### src/rtl/uart_pkg.sv
// Shared UART definitions: FSM state encoding, data width, bit-period counter
// width and the bit-period calculation. The receiver uses them now, and the
// transmitter will reuse them later.
package uart_pkg;

    localparam int unsigned DATA_W = 8;
    localparam int unsigned CNT_W  = 16;

    typedef enum logic [2:0] {
        IDLE   = 3'd0,
        START  = 3'd1,
        DATA   = 3'd2,
        PARITY = 3'd3,
        STOP   = 3'd4
    } uart_state_e;

    // Clock cycles per bit period (integer division)
    function automatic int unsigned calc_bps_cnt(input int unsigned clk_freq,
                                                 input int unsigned uart_bps);
        return clk_freq / uart_bps;
    endfunction

endpackage

### src/rtl/uart_rx_sync.sv
// Serial input conditioning: a 2-flop synchronizer, plus a third flop that
// detects falling edges. All flops reset to 1 (line idle level), so releasing
// reset with the line high produces no false edge.
// Ports:
//   clk, rst_n - clock; asynchronous active-low reset
//   rxd        - raw asynchronous serial line
//   rxd_s      - synchronized line level
//   fall       - high for one cycle after the synchronized line goes 1 -> 0
module uart_rx_sync (
    input  logic clk,
    input  logic rst_n,
    input  logic rxd,
    output logic rxd_s,
    output logic fall
);

    logic sync_q1;
    logic sync_q2;
    logic prev_q;

    // Synchronizer chain plus one delayed copy for edge detection
    always_ff @(posedge clk or negedge rst_n) begin
        if (!rst_n) begin
            sync_q1 <= 1'b1;
            sync_q2 <= 1'b1;
            prev_q  <= 1'b1;
        end else begin
            sync_q1 <= rxd;
            sync_q2 <= sync_q1;
            prev_q  <= sync_q2;
        end
    end

    assign rxd_s = sync_q2;
    assign fall  = prev_q & ~sync_q2;

endmodule

### src/rtl/uart_recv.sv
// UART receiver, 8N1. Frames start on a synchronized falling edge. The start
// bit is checked at its centre, and each later bit is sampled one bit period
// after the previous sample.
// Optional build macro UART_RECV_PARITY_EN adds one even-parity bit after D7
// and a parity_err output.
// Ports:
//   clk, rst_n - clock; asynchronous active-low reset
//   uart_rxd   - serial input, idle high
//   uart_data  - last correctly received byte
//   uart_done  - one-cycle pulse when uart_data is updated
//   frame_err  - one-cycle pulse when the stop bit samples 0
//   parity_err - (UART_RECV_PARITY_EN only) one-cycle pulse on a parity mismatch
module uart_recv
    import uart_pkg::*;
#(
    parameter int unsigned CLK_FREQ = 50000000,
    parameter int unsigned UART_BPS = 9600
) (
    input  logic              clk,
    input  logic              rst_n,
    input  logic              uart_rxd,
    output logic [DATA_W-1:0] uart_data,
    output logic              uart_done,
    output logic              frame_err
`ifdef UART_RECV_PARITY_EN
   ,output logic              parity_err
`endif
);

    localparam int unsigned      BPS_CNT  = calc_bps_cnt(CLK_FREQ, UART_BPS);
    localparam logic [CNT_W-1:0] BIT_LAST = CNT_W'(BPS_CNT - 1);
    localparam logic [CNT_W-1:0] BIT_HALF = CNT_W'(BPS_CNT / 2);
    localparam int unsigned      IDX_W    = $clog2(DATA_W);

    logic              rxd_s;
    logic              fall;
    uart_state_e       state;
    logic [CNT_W-1:0]  cnt;
    logic [IDX_W-1:0]  bit_idx;
    logic [DATA_W-1:0] shift;
`ifdef UART_RECV_PARITY_EN
    logic              par_bit;
`endif

    uart_rx_sync u_sync (
        .clk   (clk),
        .rst_n (rst_n),
        .rxd   (uart_rxd),
        .rxd_s (rxd_s),
        .fall  (fall)
    );

    // Receive FSM. The pulse outputs default low every cycle, so each pulse is one cycle wide.
    always_ff @(posedge clk or negedge rst_n) begin
        if (!rst_n) begin
            state     <= IDLE;
            cnt       <= '0;
            bit_idx   <= '0;
            shift     <= '0;
            uart_data <= '0;
            uart_done <= 1'b0;
            frame_err <= 1'b0;
`ifdef UART_RECV_PARITY_EN
            par_bit    <= 1'b0;
            parity_err <= 1'b0;
`endif
        end else begin
            uart_done <= 1'b0;
            frame_err <= 1'b0;
`ifdef UART_RECV_PARITY_EN
            parity_err <= 1'b0;
`endif
            case (state)
                IDLE: begin
                    if (fall) begin
                        cnt   <= '0;
                        state <= START;
                    end
                end
                START: begin
                    // Line back high at the start-bit centre means a glitch, not a frame
                    if (cnt == BIT_HALF) begin
                        cnt     <= '0;
                        bit_idx <= '0;
                        state   <= rxd_s ? IDLE : DATA;
                    end else begin
                        cnt <= cnt + CNT_W'(1);
                    end
                end
                DATA: begin
                    if (cnt == BIT_LAST) begin
                        cnt     <= '0;
                        shift   <= {rxd_s, shift[DATA_W-1:1]};
                        bit_idx <= bit_idx + IDX_W'(1);
                        if (bit_idx == IDX_W'(DATA_W - 1)) begin
`ifdef UART_RECV_PARITY_EN
                            state <= PARITY;
`else
                            state <= STOP;
`endif
                        end
                    end else begin
                        cnt <= cnt + CNT_W'(1);
                    end
                end
`ifdef UART_RECV_PARITY_EN
                PARITY: begin
                    if (cnt == BIT_LAST) begin
                        cnt     <= '0;
                        par_bit <= rxd_s;
                        state   <= STOP;
                    end else begin
                        cnt <= cnt + CNT_W'(1);
                    end
                end
`endif
                STOP: begin
                    // Leave at the stop-bit centre so a start bit that follows directly is not missed
                    if (cnt == BIT_LAST) begin
                        cnt       <= '0;
                        state     <= IDLE;
                        frame_err <= ~rxd_s;
`ifdef UART_RECV_PARITY_EN
                        parity_err <= (^shift) != par_bit;
                        if (rxd_s && ((^shift) == par_bit)) begin
                            uart_data <= shift;
                            uart_done <= 1'b1;
                        end
`else
                        if (rxd_s) begin
                            uart_data <= shift;
                            uart_done <= 1'b1;
                        end
`endif
                    end else begin
                        cnt <= cnt + CNT_W'(1);
                    end
                end
                default: state <= IDLE;
            endcase
        end
    end

endmodule

### config.mk
export PLATFORM = sky130hd
export DESIGN_NAME = uart_recv
export DESIGN_NICKNAME = d
export VERILOG_FILES = /design/src/rtl/uart_pkg.sv /design/src/rtl/uart_rx_sync.sv /design/src/rtl/uart_recv.sv
export SDC_FILE = /design/constraint.sdc
export NUM_CORES = 1
export LEC_CHECK = 0
export ABC_CLOCK_PERIOD_IN_PS = 3600
export CAP_MARGIN = 10
export CORE_MARGIN = 5
export CORE_UTILIZATION = 60
export DETAILED_ROUTE_END_ITERATION = 6
export DONT_BUFFER_PORTS = 1
export PLACE_DENSITY = 0.72
export RECOVER_POWER = 100
export SETUP_SLACK_MARGIN = 0.5
export SLEW_MARGIN = 10
export SYNTH_ARGS = -nofsm -noshare
export SYNTH_HDL_FRONTEND = slang
export SYNTH_SLANG_ARGS = --single-unit
### constraint.sdc
create_clock -name clk -period 3.6 [get_ports clk]
set_input_delay 0.54 -clock clk [delete_from_list [all_inputs] [get_ports clk]]
set_output_delay 0.54 -clock clk [all_outputs]
set_load 0.1 [all_outputs]
# Word level (Yosys, flattened, before mapping)
# Cells that the tools add are included.
[word_totals] reg_bits=43 latch_bits=0 ram_bits=0 romBits=0 in_bits=3 output_inout_bits=10 wordCells=53 mem_count=0
[classes] addsub=2 mul=0 div=0 n_lt_le_gt_ge=0 n_eq_ne=11 shift=0 muxes=19 n_bitwise=2 n_reduce_logical=9
[ops] op="2-to-1 mux 16 bit" n=3
[ops] op="one-hot mux 16 bit (3 select lines)" n=1
[ops] op="2-to-1 mux 3 bit" n=7
[ops] op="adder 16 x 1 -> 16 bit, second input constant" n=1
[ops] op="== test 16 x 12 -> 1 bit, second input constant" n=1
[ops] op="== test 16 x 13 -> 1 bit, second input constant" n=1
[ops] op="one-hot mux 3 bit (4 select lines)" n=1
[ops] op="inequality test 2 bit, second input constant" n=5
[ops] op="== test 3 bit, second input constant" n=2
[ops] op="one-hot mux 3 bit (2 select lines)" n=1
[ops] op="AND reduction 3 bit" n=2
[ops] op="2-to-1 mux 1 bit" n=5
[ops] op="AND reduction 5 bit" n=1
[ops] op="AND reduction 2 bit" n=2
[ops] op="adder 3 x 1 -> 3 bit, second input constant" n=1
[ops] op="== test 3 x 1 -> 1 bit, second input constant" n=1
[ops] op="== test 3 x 2 -> 1 bit, second input constant" n=1
[ops] op="logical NOT 3 bit" n=1
[ops] op="nonzero test 3 bit" n=1
[ops] op="2-to-1 mux 2 bit" n=1
[ops] op="nonzero test 2 bit" n=1
[ops] op="OR reduction 2 bit" n=1
[ops] op="AND 1 bit" n=1
[ops] op="NOT 1 bit" n=1

# Longest topological paths before layout
[logic_depth] ltp_word=4 ltp_mapped=9 mapped_depth_nobuf=7

# By module
# Synthesis repeated with hierarchy kept, for this count alone.
[unflattened] hier_cells=204 area_unflattened_um2=2157.1
[by_module_without_submodules] mod="uart_recv" n_inst=1 cells_per_inst=200 area_each_um2=2064.5 seq_area_each_um2=1001.0
[by_module_without_submodules] mod="uart_rx_sync" n_inst=1 cells_per_inst=4 area_each_um2=92.6 seq_area_each_um2=78.8

# Least setup slack after synthesis
# Ideal clock, no wire load.
[synth_timing] path_type="register to register" startpoint="register cnt[0]" endpoint="register cnt[15]" setup_ps=126 arrival_time_ps=1650 required_time_ps=3474 path_slack_ps=1824 stages_incl_launch_ff=8 n_path_buf=1 period_less_slack_ps=1776 cell_sequence="dfrtp_1 > ha_1 > nor4b_1 > and4bb_4 > o2bb2ai_2 > buf_6 > o211a_1 > a221o_1"
[synth_via] elab_chain_cells=3 elab_cells_between_ends=6 cone_classes="add/sub (1); eq/ne (2); mux (3)"
[synth_rtl] item="from (decl)" line_no="uart_recv.sv:38" rtl="logic [CNT_W-1:0] cnt;"
[synth_rtl] item="from (signal assigned)" line_no="uart_recv.sv:87" rtl="cnt <= cnt + CNT_W'(1);"
[synth_rtl] item="from (signal assigned)" line_no="uart_recv.sv:103" rtl="cnt <= cnt + CNT_W'(1);"
[synth_rtl] item="from (signal assigned)" line_no="uart_recv.sv:136" rtl="cnt <= cnt + CNT_W'(1);"
[synth_rtl] item="adder 16 x 1 -> 16 bit, or another cell as far along" line_no="uart_recv.sv:87, uart_recv.sv:103, uart_recv.sv:136"
[synth_rtl] item="2-to-1 mux 16 bit (on tied branches)" line_no="uart_recv.sv:91, uart_recv.sv:119, uart_recv.sv:82"
[synth_rtl] item="one-hot mux 16 bit (3 select lines) (*)" line_no="uart_recv.sv:73" rtl="case (state)"
# Every way passes the cells marked *; elsewhere a longest branch is shown, timed or not.
# A chain may end at the register's enable or synchronous reset.

# Worst setup path in the final report
[layout_timing] startpoint="register cnt[0]" endpoint="register cnt[8]"
# Same word-level chain as after synthesis.

==> flow_summary.toml <==
[timing]
hold_viol = 0
fmaxAchievable_mhz = 378
setup-violations-final = 0
skew_ps = 17.8
timing.hold.ws_ps = 167
timing.setup.tns_ps = 0
finalWorstPathRequiredPeriod_ps = 2640
timing_max_transition_violations_final = 42
tightestPinTransition_ps = 2070
slew-limit-headroom_pct = -38.0
grt_setup_unrepaired = "no"
period_share_pct = 73.4

[power_and_ir_drop]
share_seq_of_total_power_pct = 49.0
power.density_mw_per_mm2 = 520
p_leak_nw = 1.03
pwr-share-clk_pct = 26.7
power_frac_comb_pct = 24.3
p_sw_mw = 0.399
max-vdd-ir-drop_v = 0.000243
cellInternalPower_mw = 0.749
power_switching_share_pct = 34.7

[setup_path]
critical_path.endpoint_type = "flop"
startpoint_type = "flop"
timing.critical_path.arrival_ps = 2900
timing.critical_path.required_ps = 3860
worstSetupPathType = "reg -> reg"
timing.critical_path.fanout_max = 30

[clock_tree]
tritoncts = "yes"
clock-sinks = 43
cts_buffers = 5
clk_pin_slew_ps = 140
cts-htree-levels = 2
root_buffer = "sky130_fd_sc_hd__clkbuf_4"
cts_post_setup_buffers_inserted = 0
clock_latency_of_the_later_clocked_register_in_the_worst_skew_pair_ps = 360
cts_buffer_depth = 2

[detailed_routing]
post_drt_via_cell_ratio = 6.25
vias = 1500
overall_routed_net_length_mm = 3.99
drc_errors = 0
drt.antenna.violating_nets = 0
drt_pass1_iterations = 6
detail_route.wl_per_cell_um = 16.6
drtIter0Drc = 162

[logic_synthesis]
synth_seq_cells = 43
synth-simple-area-share_pct = 21.4
synth-async-reset-ratio_pct = 100
mapped_cell_area_mm2 = 0.00213
synth_area_in_compound_gates_pct = 12.1
synth_seq_area_share_pct = 50.7
yosys_most_used_dff = "sky130_fd_sc_hd__dfrtp_1"
yosys.cell_types.count = 44
synthXorXnorAreaFrac_pct = 0
synth_enable_flop_cells = 0
post_synth.cell_area_avg_um2 = 11.1
post_synth_mux_area_share_pct = 8.99
ys_warn_count = 0
synthesized_instance_count = 192
synth_adder_area_share_pct = 2.35
combinational_family_with_the_most_area_after_synthesis = "simple AND/OR/NAND/NOR gates"
synth.net_count = 199

[global_route]
first_global_vias = 1416
first_pass_grt_wire_length_mm = 6.91
globalRouteOverflowTotal = 0
initial_antenna_violation_count = 0
grt_start_max_net_pins = 42
track_usage_pct = 18.0

[floorplanning]
die_x_um = 69.6
boundaryPins = 13
dieArea_mm2 = 0.00484
die_height_um = 69.6
core_region_area_mm2 = 0.00339
initial_utilization_pct = 62.8
placement_rows = 21

[placed_design]
place_hpwl_mm = 2.72
place_congestion = 0.892
place.port_buffers = 0
dp_cells = 229
area_after_detailed_placement_mm2 = 0.00212

[hold_path]
min_path_type = "in -> reg"

[finish]
areaGrowthSynthToFinish_pct = 3.76
finalNonFillerCells = 240
num-nets-final = 200
post_route_cells_drive_above_1_share_pct = 15.5
insertedDiodeCount = 0
finalInstanceArea_mm2 = 0.00221
finalCoreUtilization_pct = 65.2
n_fill_cell = 269

[job]
cap_viol_max_count = 1

[run_status]
violations = "max-capacitance violations, max-slew violations"
status = "finished, violations left"
[timing repair]
item,CTS,global route
gates resized for setup,0,0
hold buffers,2,1
hold endpoints to repair,41,35
[flip-flops by register name (all words and copies together) (netlist names)]
register	cells
bit_idx	3
cnt	16
uart_done	1
frame_err	1
uart_data	8
state	3
u_sync.prev_q	1
u_sync.rxd_s	1
u_sync.sync_q1	1
shift	8
[per-stage QoR]
stage / setup WS [ps] / power (mW)
after floorplan: 1820 / 0.819
after global placement: 1130 / 0.830
after detailed placement: 1020 / 0.842
after CTS: 983 / 1.16
after global routing: 638 / 1.22
final: 958 / 1.15
[path summary, 6_finish.rpt]
| kind | start | endpoint | slack [ps] | cells after the start |
|---|---|---|---|---|
| max | cnt[0]$_DFFE_PN0P_ | cnt[8]$_DFFE_PN0P_ | 960 | 6 |
| min | uart_rxd | u_sync.sync_q1$_DFF_PN1_ | 170 | 0 |
| max reg2reg | cnt[0]$_DFFE_PN0P_ | cnt[8]$_DFFE_PN0P_ | 960 | 6 |
| min reg2reg | u_sync.sync_q1$_DFF_PN1_ | u_sync.rxd_s$_DFF_PN1_ | 370 | 0 |
| max in group asynchronous | rst_n | cnt[3]$_DFFE_PN0P_ | 1100 | 2 |
| min in group asynchronous | rst_n | u_sync.sync_q1$_DFF_PN1_ | 680 | 1 |
[cells in the mapped netlist, drive strengths merged (3+ instances only)]
master  count  area share [%]
nand4       5             2.2
ha          4             2.4
dfrtp      40              47
nand2b      3            0.88
nand3b      5             1.8
dfstp       3             3.7
o21ai       8             1.9
a31oi       8             2.4
inv         8             1.4
mux2       17             9.0
nand3       7             1.6
a21oi       6             1.4
buf         8             2.8
nor4        3             1.2
nand2      23             4.1
nor2b       3            0.88
nor3        5             1.2
nor2        8             1.4
[layer usage]
metal / track usage [%] / vias up / part of all wire (%)
met1: 23.3 / 746 / 44
li1: - / 708 / -
met3: 6.81 / 8 / 7.3
met2: 27.2 / 38 / 47
met5: 0 / - / 0
met4: 6.94 / 0 / 1.5
[cell families after synthesis]
logic type,Yosys count
buffers and inverters,17
muxes,17
AOI/OAI and AO/OA,37
and+or+nand+nor,74
DFF,43
adders and majority gates,4
[layout by cell type (no fill, tap or decap), types with 2 or more instances in the layout]
cell type,n
sky130_fd_sc_hd__nor4bb_1,2
sky130_fd_sc_hd__nand3_1,7
sky130_fd_sc_hd__inv_1,8
sky130_fd_sc_hd__nand2b_1,3
sky130_fd_sc_hd__nand2_1,23
sky130_fd_sc_hd__a221o_1,2
sky130_fd_sc_hd__clkbuf_4,5
sky130_fd_sc_hd__nor2_1,8
sky130_fd_sc_hd__ha_1,4
sky130_fd_sc_hd__nor3_1,5
sky130_fd_sc_hd__a41oi_1,2
sky130_fd_sc_hd__a22o_1,2
sky130_fd_sc_hd__o311ai_0,2
sky130_fd_sc_hd__nand4_1,5
sky130_fd_sc_hd__o211a_1,2
sky130_fd_sc_hd__o21ai_0,8
sky130_fd_sc_hd__nor3b_1,2
sky130_fd_sc_hd__nor4_1,2
sky130_fd_sc_hd__nand3b_1,5
sky130_fd_sc_hd__dlygate4sd3_1,2
sky130_fd_sc_hd__a31oi_1,8
sky130_fd_sc_hd__a21oi_1,6
sky130_fd_sc_hd__nor2b_1,3
sky130_fd_sc_hd__and4bb_1,2
sky130_fd_sc_hd__dfrtp_1,40
sky130_fd_sc_hd__mux2_2,17
sky130_fd_sc_hd__dfstp_2,2
[worst max-delay path, cell delays in order (launching register included)]
cell and delay (ps):
sky130_fd_sc_hd__dfrtp_1 440, sky130_fd_sc_hd__ha_1 260, sky130_fd_sc_hd__nor4b_1 150, sky130_fd_sc_hd__and4bb_1 280
sky130_fd_sc_hd__o2bb2ai_2 860, sky130_fd_sc_hd__nand2_1 210, sky130_fd_sc_hd__o311ai_0 360
[power by group through the flow]
stage | clock network, mW | logic (mW) | registers (mW)
2_1_floorplan | 0 | 0.274 | 0.545
3_3_place_gp | 0 | 0.262 | 0.567
3_5_place_dp | 0 | 0.270 | 0.571
4_1_cts | 0.313 | 0.285 | 0.562
5_1_grt | 0.338 | 0.313 | 0.569
6_report | 0.306 | 0.279 | 0.563
[cell type report]
class	count	area (µm²)	share of cell area, %
flip-flops and latches	43	1080	48.9
multi-input cells	132	936	42.4
well taps	46	57.6	2.61
clock inverters	3	43.8	1.98
clock buffers	5	37.5	1.70
inverters	8	30.0	1.36
repair buffers	3	23.8	1.08
No activity file was read; power rests on OpenSTA's default activity.
